File: config.mk
export PLATFORM = sky130hd
export DESIGN_NAME = aaxi_bridge_arbiter
export DESIGN_NICKNAME = d
export VERILOG_FILES = /design/src/rtl/aaxi_pkg.sv /design/src/rtl/aaxi_rr_pick.sv /design/src/rtl/aaxi_bridge_arbiter.sv
export SDC_FILE = /design/constraint.sdc
export NUM_CORES = 1
export LEC_CHECK = 0
export ABC_AREA = 1
export BUFFER_PORTS_ARGS = -buffer_cell sky130_fd_sc_hd__clkbuf_2
export CAP_MARGIN = 20
export CORE_AREA = 2 2 163 165
export CTS_CLUSTER_SIZE = 28
export DETAILED_ROUTE_END_ITERATION = 8
export DIE_AREA = 0 0 165 167
export GPL_ROUTABILITY_DRIVEN = 0
export PLACE_DENSITY = 0.55
export SLEW_MARGIN = 25
export SYNTH_ARGS = -nofsm -noshare
export SYNTH_HDL_FRONTEND = slang
export SYNTH_HIERARCHICAL = 1
export SYNTH_SLANG_ARGS = --single-unit
File: constraint.sdc
create_clock -name s_clk -period 2.7 [get_ports s_clk]
set_input_delay 0.405 -clock s_clk [delete_from_list [all_inputs] [get_ports s_clk]]
set_output_delay 0.405 -clock s_clk [all_outputs]
set_load 0.03 [all_outputs]
File: src/rtl/aaxi_pkg.sv
// aaxi_pkg: shared widths and arbiter state encoding for the aaxi bridge slice.
package aaxi_pkg;
  localparam int AAXI_AW = 30;
  localparam int AAXI_DW = 32;
  localparam int AAXI_SW = 4;
  typedef logic [0:0] state_t;
  localparam state_t IDLE = 1'b0;
  localparam state_t WAIT = 1'b1;
endpackage

File: src/rtl/aaxi_rr_pick.sv
// aaxi_rr_pick: combinational round-robin pick, first request after last.
module aaxi_rr_pick #(
  parameter int N  = 4,
  parameter int IW = 2
) (
  input  logic [N-1:0]  req,
  input  logic [IW-1:0] last,
  output logic [N-1:0]  gnt,
  output logic [IW-1:0] gnt_idx
);
  // Scanning farthest-first lets the nearest set bit overwrite earlier hits.
  always_comb begin
    gnt = '0;
    gnt_idx = '0;
    for (int k = N; k >= 1; k--) begin
      if (req[(int'(last) + k) % N]) begin
        gnt = '0;
        gnt[(int'(last) + k) % N] = 1'b1;
        gnt_idx = IW'((int'(last) + k) % N);
      end
    end
  end
endmodule

File: src/rtl/aaxi_bridge_arbiter.sv
// aaxi_bridge_arbiter: shares the bridge slave side among N requesters, one transaction at a time.
// AAXI_ARB_PRIO_EN gives requester 0 absolute priority; others stay round robin.
module aaxi_bridge_arbiter
  import aaxi_pkg::*;
#(
  parameter int N  = 4,
  parameter int IW = 2
) (
  input  logic                 s_clk,
  input  logic                 rst_n,
  input  logic [N-1:0]         rq_avalid,
  output logic [N-1:0]         rq_aready,
  input  logic [N-1:0]         rq_awe,
  input  logic [N*AAXI_AW-1:0] rq_aaddr,
  input  logic [N*AAXI_DW-1:0] rq_adata,
  input  logic [N*AAXI_SW-1:0] rq_astrb,
  output logic [N-1:0]         rq_bvalid,
  output logic [AAXI_DW-1:0]   rq_bdata,
  output logic                 br_avalid,
  output logic                 br_awe,
  output logic [AAXI_AW-1:0]   br_aaddr,
  output logic [AAXI_DW-1:0]   br_adata,
  output logic [AAXI_SW-1:0]   br_astrb,
  input  logic                 br_bvalid,
  input  logic [AAXI_DW-1:0]   br_bdata,
  output logic [IW-1:0]        gnt_idx
);
  state_t state;
  logic [IW-1:0] last;
  logic [N-1:0] pick_gnt;
  logic [IW-1:0] pick_idx;
  logic upd_last;
`ifdef AAXI_ARB_PRIO_EN
  logic [N-1:0] rr_gnt;
  logic [IW-1:0] rr_idx;
  aaxi_rr_pick #(.N(N), .IW(IW)) u_pick (
    .req(rq_avalid & ~N'(1)), .last(last), .gnt(rr_gnt), .gnt_idx(rr_idx)
  );
  assign pick_gnt = rq_avalid[0] ? N'(1) : rr_gnt;
  assign pick_idx = rq_avalid[0] ? '0 : rr_idx;
  assign upd_last = gnt_idx != '0;
`else
  aaxi_rr_pick #(.N(N), .IW(IW)) u_pick (
    .req(rq_avalid), .last(last), .gnt(pick_gnt), .gnt_idx(pick_idx)
  );
  assign upd_last = 1'b1;
`endif
  assign rq_aready = (rst_n && state == IDLE) ? pick_gnt : '0;
  always_ff @(posedge s_clk or negedge rst_n) begin
    if (!rst_n) begin
      state <= IDLE;
      last <= IW'(N - 1);
      gnt_idx <= '0;
      rq_bvalid <= '0;
      rq_bdata <= '0;
      br_avalid <= 1'b0;
      br_awe <= 1'b0;
      br_aaddr <= '0;
      br_adata <= '0;
      br_astrb <= '0;
    end else begin
      rq_bvalid <= '0;
      br_avalid <= state == IDLE && |rq_avalid;
      if (state == IDLE && |rq_avalid) begin
        br_awe <= rq_awe[pick_idx];
        br_aaddr <= rq_aaddr[pick_idx*AAXI_AW +: AAXI_AW];
        br_adata <= rq_adata[pick_idx*AAXI_DW +: AAXI_DW];
        br_astrb <= rq_astrb[pick_idx*AAXI_SW +: AAXI_SW];
        gnt_idx <= pick_idx;
        state <= WAIT;
      end else if (state == WAIT && br_bvalid) begin
        rq_bvalid <= N'(1) << gnt_idx;
        rq_bdata <= br_bdata;
        last <= upd_last ? gnt_idx : last;
        state <= IDLE;
      end
    end
  end
endmodule

==> impl_metrics.json, run 1 <==
{
  "diodes": 0,
  "synth_enable_flop_cells": 0,
  "grt_pass1_vias": 8602,
  "maximum_number_of_pins_on_one_net_before_global_route_repair": 110,
  "seq_area_frac_synth_pct": 35.2,
  "post-synth-top-area-fraction_pct": 34.5,
  "first_pass_iters": 4,
  "vias": 8767,
  "p_sw_w": 0.00903,
  "post-synth-top-count-cell": "sky130_fd_sc_hd__nand2_1",
  "type_of_destination_of_the_critical_path": "primary output",
  "clock_tree.root_cell": "sky130_fd_sc_hd__clkbuf_16",
  "most_common_library_cells_after_synthesis": "sky130_fd_sc_hd__nand2_1, sky130_fd_sc_hd__inv_1, sky130_fd_sc_hd__nand3_1",
  "crit_required_ns": 2.30,
  "timing.critical_path.slowest_cell_delay_ns": 0.54,
  "r2r_setup_slack_ns": 0.26,
  "synth.cell_area_um2": 7760,
  "synth.avg_cell_area_um2": 5.84,
  "rr_startpoint": "last[1]",
  "ys.warnings.count": 6,
  "irDropWorstVdd_mv": 0.889,
  "worstPathCellList": "inv_2 > ha_4 > inv_4 > nand3_2 > nand2_2 > nor2_4 > nand2_1 > nand3_1 > nand2_1 > inv_1 > inv_2 > nor2_4 > clkbuf_8",
  "critPathTopFamily": "simple AND/OR/NAND/NOR gates",
  "rr_worst_depth": 17,
  "syn_inst": 1329,
  "antenna_found_initial": 0,
  "async_reset_ff_share_pct": 100,
  "power.sequential.fraction_pct": 18.4,
  "crit_path_max_fanout": 5,
  "tritoncts.num_buffers": 9,
  "grt_first_pass_wirelength_mm": 42.2,
  "place_hpwl_mm": 20.0,
  "report.final.slew_viol_count": 0,
  "cts_num_sinks": 109,
  "finalNetCount": 2030,
  "regToRegEndpoint": "br_adata[10]",
  "skew_ns": 0.00741,
  "detail_route.wl_per_cell_um": 13.0,
  "fp.dieArea_um2": 27600,
  "maxClockFrequency_mhz": 392,
  "die-width_um": 165,
  "area_growth_pct": 35.4,
  "post_synth_main_area_contributors": "sky130_fd_sc_hd__dfrtp_1, sky130_fd_sc_hd__nand2_1, sky130_fd_sc_hd__inv_1",
  "cp.depth": 13,
  "synth_largest_area_cell": "sky130_fd_sc_hd__dfrtp_1",
  "detail_route.iter0.violations": 351,
  "ioPinCount": 417,
  "synthDistinctLibCells": 26,
  "floorplan_row_count": 59,
  "die_h_um": 167,
  "port_buffers": 416,
  "powerDensity_nw_per_um2": 1520,
  "cp_slowest_cell": "sky130_fd_sc_hd__dfstp_2",
  "antenna_left": 0,
  "viasPerCell": 4.26,
  "max_cap_violation_count": 0,
  "drt-total-wl_mm": 26.7,
  "timing.setup.critical_path_class": "register to primary output",
  "dominantRegCellSynth": "sky130_fd_sc_hd__dfrtp_1",
  "clk_pin_slew_ns": 0.08,
  "synth_fp_nets": 1642,
  "internal-power_w": 0.00696,
  "tritoncts": "yes",
  "power.switching_fraction_pct": 56.5,
  "startpoint_type": "register",
  "grt_usage_pct": 19.2,
  "cp.buffers_inverters": 5,
  "gr-total-overflow": 0,
  "p_clk_share_pct": 8.9,
  "starting_utilization_of_the_core_area_pct": 30.1,
  "worst_skew_pair.late_latency_ns": 0.35,
  "core_outline_area_um2": 25800,
  "h-tree-depth": 3,
  "setup_viol": 0,
  "cp-startpoint": "last[1]",
  "cts.path.max_buffers": 2,
  "timing.critical_path.arrival_ns": 2.14,
  "final_layout_size_suffix_gt1_share_pct": 28.2,
  "leakagePower_nw": 7.19,
  "finalHoldViolations": 0,
  "worst_slew_pin_slew_ns": 0.938,
  "fin_crit_sh_pct": 94.4,
  "ys_seq_elements": 109,
  "crit_end": "rq_aready[3]",
  "layout.cells.non_filler": 2057,
  "slew_headroom_pct": 37.1,
  "detail_route.drc_violations": 0,
  "min_period_ns": 2.55,
  "status": "completed",
  "dp_cells": 2041,
  "totalNegativeSetupSlack_ns": 0,
  "path_category_of_the_worst_min_delay_check": "input port to async pin",
  "pwr-share-comb_pct": 72.6
}
[worst min-delay path by stage]
stage / startpoint / endpoint / slack, ns / cells after the start
3_3_place_gp: rq_bdata[25] / rq_bdata[25] / 0.46 / 2
6_report: rst_n / br_aaddr[23] / 0.15 / 2
4_1_cts: rst_n / br_avalid / 0.17 / 2
2_1_floorplan: rst_n / br_aaddr[0] / 0.11 / 0
3_5_place_dp: br_astrb[1] / br_astrb[1] / 0.46 / 2
5_1_grt: rst_n / br_aaddr[23] / 0.20 / 2
[per-stage QoR]
step / setup WS, ns / total power [W] / utilization (%) / hold WS (ns) / instance area (µm²)
finish: 0.151 / 0.0160 / 40.8 / 0.149 / 10500
global route: -0.00851 / 0.0178 / 40.8 / 0.198 / 10500
CTS: 0.0303 / 0.0162 / 40.8 / 0.169 / 10500
detailed placement: 0.0668 / 0.0147 / 39.4 / 0.464 / 10200
global placement: 0.109 / 0.0146 / 39.4 / 0.460 / 10200
floorplan: 0.223 / 0.0116 / - / 0.109 / 7760
[cell families after synthesis]
kind of cell | count (synthesis) | synth area share (%)
buffers and inverters | 359 | 19.2
DFF | 109 | 35.2
and+or+nand+nor | 846 | 44.0
AOI/OAI and AO/OA | 9 | 0.580
adders and majority gates | 6 | 0.967
[power groups by stage]
stage | Clock (W) | Combinational, W | Sequential, W
CTS | 0.00149 | 0.0118 | 0.00296
global route | 0.00154 | 0.0132 | 0.00305
finish | 0.00143 | 0.0116 | 0.00295
global placement | 0 | 0.0117 | 0.00296
detailed placement | 0 | 0.0117 | 0.00297
floorplan | 0 | 0.00712 | 0.00444
[cell type report]
| type | instances | area, µm² |
|---|---|---|
| Timing Repair Buffer | 441 | 2360 |
| Clock buffer | 9 | 225 |
| Multi-Input combinational cell | 861 | 3570 |
| Clock inverter | 7 | 87.6 |
| Sequential cell | 109 | 2730 |
| Tap cell | 335 | 419 |
| Inverter | 295 | 1110 |
| Fill cell | 2897 | 15300 |
[state kept, by name, indices dropped and copies added (netlist names)]
signal	count
br_awe	1
rq_bdata	32
br_avalid	1
last	2
br_adata	32
br_aaddr	30
br_astrb	4
gnt_idx	2
rq_bvalid	4
state	1
[metal layers]
metal  global-route usage [%]  vias up  part of all wire, %
met5                        0        -                    0
met4                     5.14        0                  1.7
met3                     4.26       27                  7.2
met2                     35.3      293                   50
met1                     22.0     3863                   41
li1                         -     4584                    -
[layout by cell type, fill, tap and decap left out, types with 3 or more instances in the layout]
master                      count
sky130_fd_sc_hd__o21ai_0        3
sky130_fd_sc_hd__inv_1        286
sky130_fd_sc_hd__nand2_1      669
sky130_fd_sc_hd__nand3_1      144
sky130_fd_sc_hd__buf_4         23
sky130_fd_sc_hd__inv_2          5
sky130_fd_sc_hd__buf_12         6
sky130_fd_sc_hd__ha_1           5
sky130_fd_sc_hd__a21oi_1        4
sky130_fd_sc_hd__nand2_2       10
sky130_fd_sc_hd__nand2_4        3
sky130_fd_sc_hd__clkbuf_16      9
sky130_fd_sc_hd__nor2_1        13
sky130_fd_sc_hd__nand3_2        3
sky130_fd_sc_hd__clkbuf_2     411
sky130_fd_sc_hd__dfrtp_1      107
[what timing repair did]
item,4_1_cts,5_1_grt
buffers inserted,0,0
hold buffers,0,0
resized for setup,7,10
pin swaps,1,6
setup endpoints to repair,4,64
(Power assumes the default switching activity.)
==> inputs of run 2 (changes only) <==
CAP_MARGIN = unset   (was 20)
REMOVE_ABC_BUFFERS = 1   (was unset)
==> impl_metrics.json, run 2 (synthesis gave the netlist of run 1 again) <==
{
  "rsz0062_at_grt": "yes",
  "clk_pin_slew_ns": 0.08,
  "startpoint_type": "register",
  "max_cap_violation_count": 0,
  "post-cts-setup-buffer-count": 0,
  "timing.critical_path.slowest_cell_delay_ns": 0.54,
  "antenna_left": 0,
  "top_library_cells_by_usage_in_the_layout_fill_and_taps_aside": "sky130_fd_sc_hd__nand2_1, sky130_fd_sc_hd__clkbuf_2, sky130_fd_sc_hd__inv_1, sky130_fd_sc_hd__nand3_1, sky130_fd_sc_hd__dfrtp_1",
  "regToRegEndpoint": "br_adata[8]",
  "gr-total-overflow": 0,
  "vias": 8701,
  "worst_slew_pin_slew_ns": 0.971,
  "skew_ns": 0.00885,
  "diodes": 0,
  "h-tree-depth": 3,
  "final_layout_size_suffix_gt1_share_pct": 28.0,
  "maximum_number_of_pins_on_one_net_before_global_route_repair": 110,
  "clock_tree.root_cell": "sky130_fd_sc_hd__clkbuf_16",
  "detail_route.wl_per_cell_um": 13.0,
  "timing.setup.critical_path_class": "register to primary output",
  "layout.cells.non_filler": 2050,
  "finalNetCount": 2023,
  "cts.path.max_buffers": 2,
  "grt_first_pass_wirelength_mm": 42.9,
  "status": "completed",
  "path_category_of_the_worst_min_delay_check": "input port to async pin",
  "grt_usage_pct": 19.5,
  "layout_commonest_cell": "sky130_fd_sc_hd__nand2_1",
  "met1Wirelength_mm": 11.3,
  "worst_skew_pair.late_latency_ns": 0.36,
  "crit_required_ns": 2.30,
  "report.final.slew_viol_count": 0,
  "post_cts_hold_buffer_count": 0,
  "crit_path_max_fanout": 4,
  "rr_startpoint": "last[1]",
  "setup_viol": 0,
  "r2r_setup_slack_ns": 0.26,
  "irDropWorstVdd_mv": 1.14,
  "first_pass_iters": 4,
  "totalNegativeSetupSlack_ns": 0,
  "finalHoldViolations": 0,
  "timing.critical_path.arrival_ns": 2.18,
  "slew_headroom_pct": 34.9,
  "die_h_um": 167,
  "met2_length_mm": 12.6,
  "cp_slowest_cell": "sky130_fd_sc_hd__dfstp_2",
  "floorplan_row_count": 59,
  "antenna_found_initial": 0,
  "rr_worst_depth": 16,
  "reg.largest.list": "br_adata: 32 flops, rq_bdata: 32 flops, br_aaddr: 30 flops",
  "fp.dieArea_um2": 27600,
  "die-width_um": 165,
  "place_hpwl_mm": 19.8,
  "dp_cells": 2034,
  "port_buffers": 416,
  "type_of_destination_of_the_critical_path": "primary output",
  "fin_crit_sh_pct": 95.8,
  "starting_utilization_of_the_core_area_pct": 30.1,
  "powerDensity_nw_per_um2": 1520,
  "route.met3.wl_mm": 1.77,
  "tritoncts.num_buffers": 9,
  "maxClockFrequency_mhz": 387,
  "leakagePower_nw": 7.16,
  "grt_pass1_vias": 8519,
  "cts_num_sinks": 109,
  "drt-total-wl_mm": 26.7,
  "viasPerCell": 4.24,
  "detail_route.drc_violations": 0,
  "finish.utilization_pct": 40.7,
  "routed.top_layer": "met4",
  "design_power_total_w": 0.0159,
  "core_outline_area_um2": 25800,
  "min_period_ns": 2.59,
  "worstPathCellList": "inv_2 > ha_4 > inv_4 > nand3_2 > nand2_2 > nand2_2 > clkinv_2 > buf_6 > nand2_1 > nand3_1 > nand2_1 > inv_1 > inv_1 > nor2_2 > buf_6",
  "tritoncts": "yes",
  "ioPinCount": 417,
  "detail_route.iter0.violations": 416,
  "area_growth_pct": 35.2
}
==> run 2: changes by cell type in the layout (fill, tap and decap cells not counted), moves of 3 or more <==
cell	delta
sky130_fd_sc_hd__buf_6	+5
sky130_fd_sc_hd__nor2_2	+4
sky130_fd_sc_hd__buf_4	-12
sky130_fd_sc_hd__nor2_1	-3
==> run 2: layout make-up <==
type | count | area, µm²
Clock buffer | 11 | 243
Clock inverter | 5 | 67.6
Fill cell | 2906 | 15300
Inverter | 295 | 1110
Multi-Input combinational cell | 861 | 3580
Sequential cell | 109 | 2730
Tap cell | 335 | 419
Timing Repair Buffer | 434 | 2340
==> run 2: metal layers <==
layer	vias up	global-route usage, %
met4	0	7.45
met5	-	0
met1	3800	23.7
li1	4573	-
met3	53	4.51
met2	275	33.3
==> run 2: how the worst max path moves through the flow <==
| stage | from | end | cells past startpoint |
|---|---|---|---|
| 6_report | last[1] | rq_aready[3] | 15 |
| 3_3_place_gp | last[1] | br_adata[8] | 16 |
| 5_1_grt | last[1] | rq_aready[1] | 14 |
| 4_1_cts | last[1] | rq_aready[2] | 14 |
| 3_5_place_dp | last[0] | br_adata[8] | 16 |
| 2_1_floorplan | last[0] | br_adata[0] | 15 |
==> run 2: power breakdown <==
group          switching [W]  internal, W  leakage, nW
Clock               0.000663     0.000761        0.152
Sequential          0.000449      0.00247         1.34
Combinational        0.00791      0.00365         5.67
==> run 2: what timing repair did <==
action | CTS | global route
cloned | 0 | 0
endpoints found under the setup margin | 4 | 62
pin swaps | 0 | 9
endpoints found under the hold margin | 0 | 0
resized for setup | 4 | 24
==> run 2: through the flow <==
step | instance area, µm² | setup slack, ns | hold slack [ns]
final | 10500 | 0.115 | 0.137
after global routing | 10500 | -0.0284 | 0.182
after detailed placement | 10100 | 0.0423 | 0.464
after CTS | 10400 | 0.00162 | 0.164
after global placement | 10100 | 0.0818 | 0.462
after floorplan | 7380 | -2.59 | 0.109
==> run 2: critical path, delay by kind of cell (launching register included) <==
family        cells  cell delay [ns]
flops             1             0.54
buf+inv           7             0.50
simple gates      7             0.51
fa+ha+maj         1             0.25
